==> src/rtl/rv32_dma.sv <==
// Word-granular DMA master on the picorv32 native memory bus: copies len words src->dst.
// Optional fill mode (constant word to dst) is compiled in with `define RV32_DMA_FILL_EN.
module rv32_dma #(
  parameter int unsigned LEN_WIDTH = 16
) (
  input  logic                 clk,
  input  logic                 reset,
  input  logic                 start,
  input  logic [31:0]          src_addr,
  input  logic [31:0]          dst_addr,
  input  logic [LEN_WIDTH-1:0] len,
`ifdef RV32_DMA_FILL_EN
  input  logic                 fill_en,
  input  logic [31:0]          fill_data,
`endif
  output logic                 busy,
  output logic                 done,
  output logic                 rv32_valid,
  input  logic                 rv32_ready,
  output logic [31:0]          rv32_addr,
  output logic [31:0]          rv32_wdata,
  output logic [3:0]           rv32_wstrb,
  input  logic [31:0]          rv32_rdata
);

  localparam int unsigned AW = 32;
  localparam int unsigned DW = 32;
  localparam int unsigned SW = 4;
  localparam logic [AW-1:0] WORD_MASK = ~AW'(3);
  localparam logic [AW-1:0] WORD_STEP = AW'(4);

  typedef enum logic [2:0] {
    S_IDLE,
    S_RD,
    S_RD_GAP,
    S_WR,
    S_WR_GAP,
    S_DONE
  } state_t;

  state_t               r_state, w_state_nxt;
  logic [AW-1:0]        r_src, w_src_nxt;
  logic [AW-1:0]        r_dst, w_dst_nxt;
  logic [LEN_WIDTH-1:0] r_len, w_len_nxt;
  logic [LEN_WIDTH-1:0] r_cnt, w_cnt_nxt;
  logic [DW-1:0]        r_buf, w_buf_nxt;
  logic                 r_fill, w_fill_nxt;

  logic                 r_busy, w_busy_nxt;
  logic                 r_done, w_done_nxt;
  logic                 r_valid, w_valid_nxt;
  logic [AW-1:0]        r_addr, w_addr_nxt;
  logic [DW-1:0]        r_wdata, w_wdata_nxt;
  logic [SW-1:0]        r_wstrb, w_wstrb_nxt;

  logic                 w_fill_req;
  logic [DW-1:0]        w_fill_word;

`ifdef RV32_DMA_FILL_EN
  assign w_fill_req  = fill_en;
  assign w_fill_word = fill_data;
`else
  assign w_fill_req  = 1'b0;
  assign w_fill_word = '0;
`endif

  // Next-state, datapath and next request values (requests are launched from the next state)
  always_comb begin
    w_state_nxt = r_state;
    w_src_nxt   = r_src;
    w_dst_nxt   = r_dst;
    w_len_nxt   = r_len;
    w_cnt_nxt   = r_cnt;
    w_buf_nxt   = r_buf;
    w_fill_nxt  = r_fill;

    case (r_state)
      S_IDLE: begin
        if (start) begin
          w_src_nxt  = src_addr & WORD_MASK;
          w_dst_nxt  = dst_addr & WORD_MASK;
          w_len_nxt  = len;
          w_cnt_nxt  = '0;
          w_fill_nxt = w_fill_req;
          if (w_fill_req) begin
            w_buf_nxt = w_fill_word;
          end
          if (len == '0) begin
            w_state_nxt = S_DONE;
          end else if (w_fill_req) begin
            w_state_nxt = S_WR;
          end else begin
            w_state_nxt = S_RD;
          end
        end
      end
      S_RD: begin
        if (rv32_ready) begin
          w_buf_nxt   = rv32_rdata;
          w_src_nxt   = r_src + WORD_STEP;
          w_state_nxt = S_RD_GAP;
        end
      end
      S_RD_GAP: w_state_nxt = S_WR;
      S_WR: begin
        if (rv32_ready) begin
          w_dst_nxt   = r_dst + WORD_STEP;
          w_cnt_nxt   = r_cnt + LEN_WIDTH'(1);
          w_state_nxt = S_WR_GAP;
        end
      end
      S_WR_GAP: begin
        if (r_cnt == r_len) begin
          w_state_nxt = S_DONE;
        end else if (r_fill) begin
          w_state_nxt = S_WR;
        end else begin
          w_state_nxt = S_RD;
        end
      end
      S_DONE:  w_state_nxt = S_IDLE;
      default: w_state_nxt = S_IDLE;
    endcase

    // Address/data/strobe only change on entry to a request, so they hold through wait states
    w_valid_nxt = (w_state_nxt == S_RD) || (w_state_nxt == S_WR);
    w_addr_nxt  = r_addr;
    w_wdata_nxt = r_wdata;
    w_wstrb_nxt = r_wstrb;
    if (w_state_nxt == S_RD) begin
      w_addr_nxt  = w_src_nxt;
      w_wstrb_nxt = '0;
    end else if (w_state_nxt == S_WR) begin
      w_addr_nxt  = w_dst_nxt;
      w_wdata_nxt = w_buf_nxt;
      w_wstrb_nxt = '1;
    end
    w_busy_nxt = (w_state_nxt == S_RD) || (w_state_nxt == S_RD_GAP) ||
                 (w_state_nxt == S_WR) || (w_state_nxt == S_WR_GAP);
    w_done_nxt = (w_state_nxt == S_DONE);
  end

  // State, datapath and output registers
  always_ff @(posedge clk) begin
    if (reset) begin
      r_state <= S_IDLE;
      r_src   <= '0;
      r_dst   <= '0;
      r_len   <= '0;
      r_cnt   <= '0;
      r_buf   <= '0;
      r_fill  <= 1'b0;
      r_busy  <= 1'b0;
      r_done  <= 1'b0;
      r_valid <= 1'b0;
      r_addr  <= '0;
      r_wdata <= '0;
      r_wstrb <= '0;
    end else begin
      r_state <= w_state_nxt;
      r_src   <= w_src_nxt;
      r_dst   <= w_dst_nxt;
      r_len   <= w_len_nxt;
      r_cnt   <= w_cnt_nxt;
      r_buf   <= w_buf_nxt;
      r_fill  <= w_fill_nxt;
      r_busy  <= w_busy_nxt;
      r_done  <= w_done_nxt;
      r_valid <= w_valid_nxt;
      r_addr  <= w_addr_nxt;
      r_wdata <= w_wdata_nxt;
      r_wstrb <= w_wstrb_nxt;
    end
  end

  assign busy       = r_busy;
  assign done       = r_done;
  assign rv32_valid = r_valid;
  assign rv32_addr  = r_addr;
  assign rv32_wdata = r_wdata;
  assign rv32_wstrb = r_wstrb;

endmodule

==> config.mk <==
export PLATFORM = sky130hd
export DESIGN_NAME = rv32_dma
export DESIGN_NICKNAME = d
export VERILOG_FILES = /design/src/rtl/rv32_dma.sv
export SDC_FILE = /design/constraint.sdc
export NUM_CORES = 1
export LEC_CHECK = 0
export BUFFER_PORTS_ARGS = -buffer_cell sky130_fd_sc_hd__buf_2
export CAP_MARGIN = 20
export CORE_MARGIN = 1
export CORE_UTILIZATION = 59
export CTS_BUF_LIST = sky130_fd_sc_hd__clkbuf_16
export CTS_CLUSTER_DIAMETER = 150
export DETAILED_ROUTE_END_ITERATION = 10
export PLACE_DENSITY = 0.9
export SLEW_MARGIN = 20
export SYNTH_ARGS = -nofsm -noshare
export SYNTH_HDL_FRONTEND = slang
export SYNTH_SLANG_ARGS = --single-unit
export TNS_END_PERCENT = 20
==> constraint.sdc <==
create_clock -name clk -period 3.46 [get_ports clk]
set_clock_uncertainty 0.15 [all_clocks]
set_input_delay 0.173 -clock clk [delete_from_list [all_inputs] [get_ports clk]]
set_output_delay 0.173 -clock clk [all_outputs]
set_load 0.05 [all_outputs]
## Word-level counts from Yosys, hierarchy flattened

Index checks and enable logic that the tools add are counted.

| cells by class | value |
|---|---|
| add/sub/neg operators | 3 |
| multiply operators | 0 |
| div/mod/pow operators | 0 |
| order comparisons | 0 |
| equal/unequal tests | 12 |
| shifts and indexed selects | 0 |
| multiplexer cells | 19 |
| bitwise gates (word level) | 1 |
| reductions and logical operators | 12 |

Operator list:

| kind | count |
|---|---|
| $mux 32 | 8 |
| $pmux 32 s2 | 2 |
| $add 32x3->32 const B | 2 |
| $mux 16 | 2 |
| $pmux 16 s2 | 1 |
| $add 16x1->16 const B | 1 |
| $eq 16x16->1 | 1 |
| $logic_not 16->1 | 1 |
| $mux 3 | 5 |
| $pmux 3 s5 | 1 |
| $eq 3x2->1 const B | 4 |
| $eq 3x3->1 const B | 3 |
| $eq 3x1->1 const B | 2 |
| $logic_or 1x1->1 | 4 |
| $ne 2x2->1 const B | 2 |
| $reduce_and 2->1 | 2 |
| $reduce_bool 2->1 | 2 |
| $logic_not 3->1 | 1 |
| $reduce_and 3->1 | 1 |
| $reduce_or 2->1 | 1 |
| $not 1->1 | 1 |

| storage, ports and cells | value |
|---|---|
| bits in registers | 199 |
| latch bits | 0 |
| bits in writable memories | 0 |
| memory bits (read-only) | 0 |
| input port bits | 116 |
| output and inout bits | 71 |
| word-level logic and storage cells | 59 |
| memories | 0 |

## Logic depth before layout (Yosys ltp)

| logic depth | value |
|---|---|
| word-level depth | 8 |
| gate-level depth with buffers | 9 |
| gate-level depth less buffers | 7 |

## Least setup slack after synthesis

OpenSTA, ideal clock, no wires.

| timing | value |
|---|---|
| path kind | reg2reg |
| start point | register r_dst[2] |
| end point | register r_addr[26], in the netlist rv32_addr[26] |
| setup time | 0.120 ns |
| arrival | 2.057 ns |
| required time | 3.190 ns |
| setup slack | 1.133 ns |
| cell stages (with the launch flop) | 8 |
| buffers on the path | 0 |
| clock period less this slack | 2.327 ns |
| cells stage by stage | dfxtp_1 > ha_1 > nand4_2 > or4_4 > o311a_1 > a31oi_2 > a21oi_1 > a211o_1 |

| between the ends | value |
|---|---|
| word-level cells in the longest chain between the ends | 5 |

Ends and longest elaborated chain:

| what | line | RTL |
|---|---|---|
| from (decl) | 43 | `logic [AW-1:0] r_dst, w_dst_nxt;` |
| from (signal assigned) | 162 | `r_dst <= w_dst_nxt;` |
| $add 32x3->32 | 107 | `w_dst_nxt = r_dst + WORD_STEP;` |
| $mux 32 | 106 | `if (rv32_ready) begin` |
| $pmux 32 s2 | 77 | `case (r_state)` |
| $mux 32 | 133 | `end else if (w_state_nxt == S_WR) begin` |
| $mux 32 | 130 | `if (w_state_nxt == S_RD) begin` |
| to (signal assigned) | 170 | `r_addr <= w_addr_nxt;` |
| to (decl) | 52 | `logic [AW-1:0] r_addr, w_addr_nxt;` |

Every way passes these cells. The select of a mux whose other input is x is not followed.
A chain may end at the register's enable or synchronous reset.

## Final worst setup path

| timing | value |
|---|---|
| start point | register r_state[0] |
| end point | register r_addr[16], in the netlist rv32_addr[16] |

| between the ends | value |
|---|---|
| word-level cells in the longest chain between the ends | 4 |
| elaborated cells between the ends (all ways) | 16 |
| those cells by class | eq/ne (6); mux (8); reduce/logical (2) |

Ends and longest elaborated chain:

| what | line | RTL |
|---|---|---|
| from (decl) | 41 | `state_t r_state, w_state_nxt;` |
| from (signal assigned) | 160 | `r_state <= w_state_nxt;` |
| $eq 3x3->1 (tied with other cells) | 77 |  |
| $pmux 3 s5 / $pmux 32 s2 (equally long branches) | 77 |  |
| $eq 3x1->1 (tied with other cells) | 130 |  |
| $mux 32 / $reduce_bool 2->1 (equally long branches) | -- |  |

Several ways; a longest one is shown, not always the timed one. The select of a mux whose other input is x is not followed.

==> results.toml <==
[sta]
setup_ws_ns = 0.4374
report.final.slew_viol_count = 0
min_period_over_period_pct = 87.36
setup_viol = 0
fin_hold_ws_ns = 0.002792
rsz0062_at_grt = "false"
finalCriticalPeriod_ns = 3.023
tns_ns = 0
finalHoldViolations = 0
worst_slew_pin_slew_ns = 1.012
slew_headroom_pct = 32.52
clock.fmax_mhz = 330.8

[critical_path]
worst_setup_path_end_kind = "flop"
worstRegToRegCells = 5
cp.arrival_ns = 3.26
r2r_end = "rv32_addr[16]$_SDFFE_PP0P_"
cp_data_required_time_ns = 3.69
ff2ff_setup_slack_ns = 0.44
crit_fanout = 22
cp-startpoint = "r_state[0]$_SDFF_PP0_"
cp-start-kind = "flop"
worstReg2RegStart = "r_state[0]$_SDFF_PP0_"
path_class = "flop to flop"
critPathCapture = "rv32_addr[16]$_SDFFE_PP0P_"

[global_routing]
grt_overflow = 0
grt_util_met2_pct = 64.84
grt_pass1_wl_um = 47110
grt_busiest_layer = "met2"
grt_pass1_vias = 9465
antenna_found_initial = 0
use_met3_pct = 9.218
gr-usage-met1_pct = 44.29
grt_use_total_pct = 37.30
grt_max_degree = 99

[clock_network]
clk_pin_slew_worst_paths_ns = 0.07
cts-root-buf = "clkbuf_16"
numCtsBuffers = 17
post_cts_buffers = 0
cts_max_level = 4
clockBufferDepth = 2
cts.sinks = 199
clock_latency_ns = 0.44
cts_tree = "built"

[finish]
utilization_pct = 78.82
diodes = 0
final_cells = 1562
drive_gt1_share_pct = 18.21
final_nets = 1484
area_growth_pct = 27.98

[yosys]
synth.distinct_cells = 71
ys_warn_count = 0
synth_top_area_cell = "dfxtp_1"
synth_area_mm2 = 0.009086
synth.most_common_cell = "nand2_1"
ys_async_sr_fraction_pct = 0
postSynthCellCount = 1120
synthTopCellsByArea = "dfxtp_1, nand2_1, a21oi_1"
ys_top_cells_by_count = "nand2_1, dfxtp_1, a21oi_1"
synth_seq_area_share_pct = 43.84
ys_ff_latch = 199
synth-edff-count = 0
avgSynthCellArea_um2 = 8.113
syn_nets = 1239
synth_ff_type = "dfxtp_1"
synth_top_cell_area_share_pct = 43.84

[place]
post-place-ws_ns = 0.6780
place_congestion = 0.9300
dpl.cell_count = 1428
hpwlAfterDp_um = 17990
portBuffers = 182

[floorplan]
die_h_um = 126.1
start_util_pct = 61.58
dieArea_mm2 = 0.01590
die_x_um = 126.1
pin_count = 187
rows = 44
coreArea_mm2 = 0.01475

[route]
drc = 0
viasPerCell = 6.361
detail_route.wl_per_cell_um = 19.08
firstDrtPassIters = 5
via_count = 9936
ant_nets = 0
routed_wl_um = 29800
drt_iter0_drc = 1104

[run_status]
status = "finished clean"

[power_and_ir_drop]
powerDensity_mw_per_mm2 = 460.8
peakVddDrop_mv = 0.3808
leakage_nw = 4.681

[hold_path]
holdCritPathClass = "input port to flop"
hold_path_depth = 3

[flow_run]
cap_viol_max_count = 0
[flip-flops by register name, indices dropped and copies added (netlist names)]
name / flops
busy: 1
done: 1
r_buf: 32
r_cnt: 16
r_dst: 32
r_len: 16
r_src: 32
r_state: 3
rv32_addr: 32
rv32_valid: 1
rv32_wdata: 32
rv32_wstrb: 1
[how the worst min path moves through the flow]
| stage | start | end | slack (ns) |
|---|---|---|---|
| after detailed placement | rv32_rdata[30] | r_buf[30]$_SDFF_PP0_ | 0.27 |
| after global routing | src_addr[3] | r_src[3]$_SDFF_PP0_ | 0.03 |
| after CTS | src_addr[3] | r_src[3]$_SDFF_PP0_ | 0.002 |
| final | src_addr[3] | r_src[3]$_SDFF_PP0_ | 0.003 |
| after floorplan | rv32_rdata[0] | r_buf[0]$_SDFF_PP0_ | 0.16 |
| after global placement | rv32_rdata[23] | r_buf[23]$_SDFF_PP0_ | 0.26 |
[cells by family (layout without fill, tap and decap cells)]
logic type               count (synthesis)  in the layout  synth area share (%)
buffers and inverters                   90            348                 4.269
adder cells (fa/ha/maj)                  3              3                0.4132
flip-flops                             199            199                 43.84
AND/OR/NAND/NOR                        485            485                 25.85
multiplexers                             1              1                0.1239
XOR/XNOR                                40             40                 3.856
AO/OA/AOI/OAI                          302            302                 21.65
[metal layers]
metal,vias to the layer above,routed length [um]
met5,-,0
met4,0,988
met3,105,3070
met2,652,14450
met1,4636,11290
li1,4543,-
[placed cells by master (no fill, tap or decap), types with 11 or more instances in the layout]
cell	netlist	routed
nand3_1	39	39
o21ai_0	37	37
buf_2	22	181
dlygate4sd3_1	0	102
xor2_1	28	28
nor4_1	23	23
xnor2_1	12	12
a221o_1	28	28
and3_1	11	11
nor3_1	21	21
nand2_1	227	227
nand4_1	21	21
dfxtp_1	199	199
a21oi_1	129	128
nor2_1	63	62
and2_1	23	23
a22oi_1	22	22
clkbuf_16	0	17
buf_4	6	19
a31oi_1	18	18
and4_1	18	18
inv_1	13	15
[metrics by stage]
step                instance area, um2  total power, mW
detailed placement               10040            3.338
CTS                              11630            5.315
global placement                 10040            3.320
finish                           11630            5.359
global route                     11630            5.536
floorplan                         9086            3.089
[power breakdown]
part	internal [mW]	total (mW)	leakage (nW)	switching [mW]
Clock	1.01	1.93	0.284	0.925
Combinational	0.321	0.889	2.78	0.568
Sequential	2.41	2.54	1.62	0.121
Total	3.74	5.36	4.68	1.61
[cell type report]
cell class                      instances  area (um2)
Multi-Input combinational cell        831        4727
Clock buffer                           17       425.4
Tap cell                              184       230.2
Fill cell                             963        3126
Timing Repair Buffer                  302        2069
Inverter                               14       52.55
Clock inverter                         15       140.1
Sequential cell                       199        3984
[critical path: stages, from the launching register on]
cell and delay [ns]:
dfxtp_1 0.65, nand3b_1 0.73, buf_4 0.43, or4_1 0.50
a21oi_1 0.32, a221o_1 0.17
[repair_timing]
action | in CTS | in global routing
resized for setup | 0 | 0
endpoints found under the hold margin | 105 | 0
hold buffers | 102 | 0
Note: power is estimated with default switching activity, not from simulation.
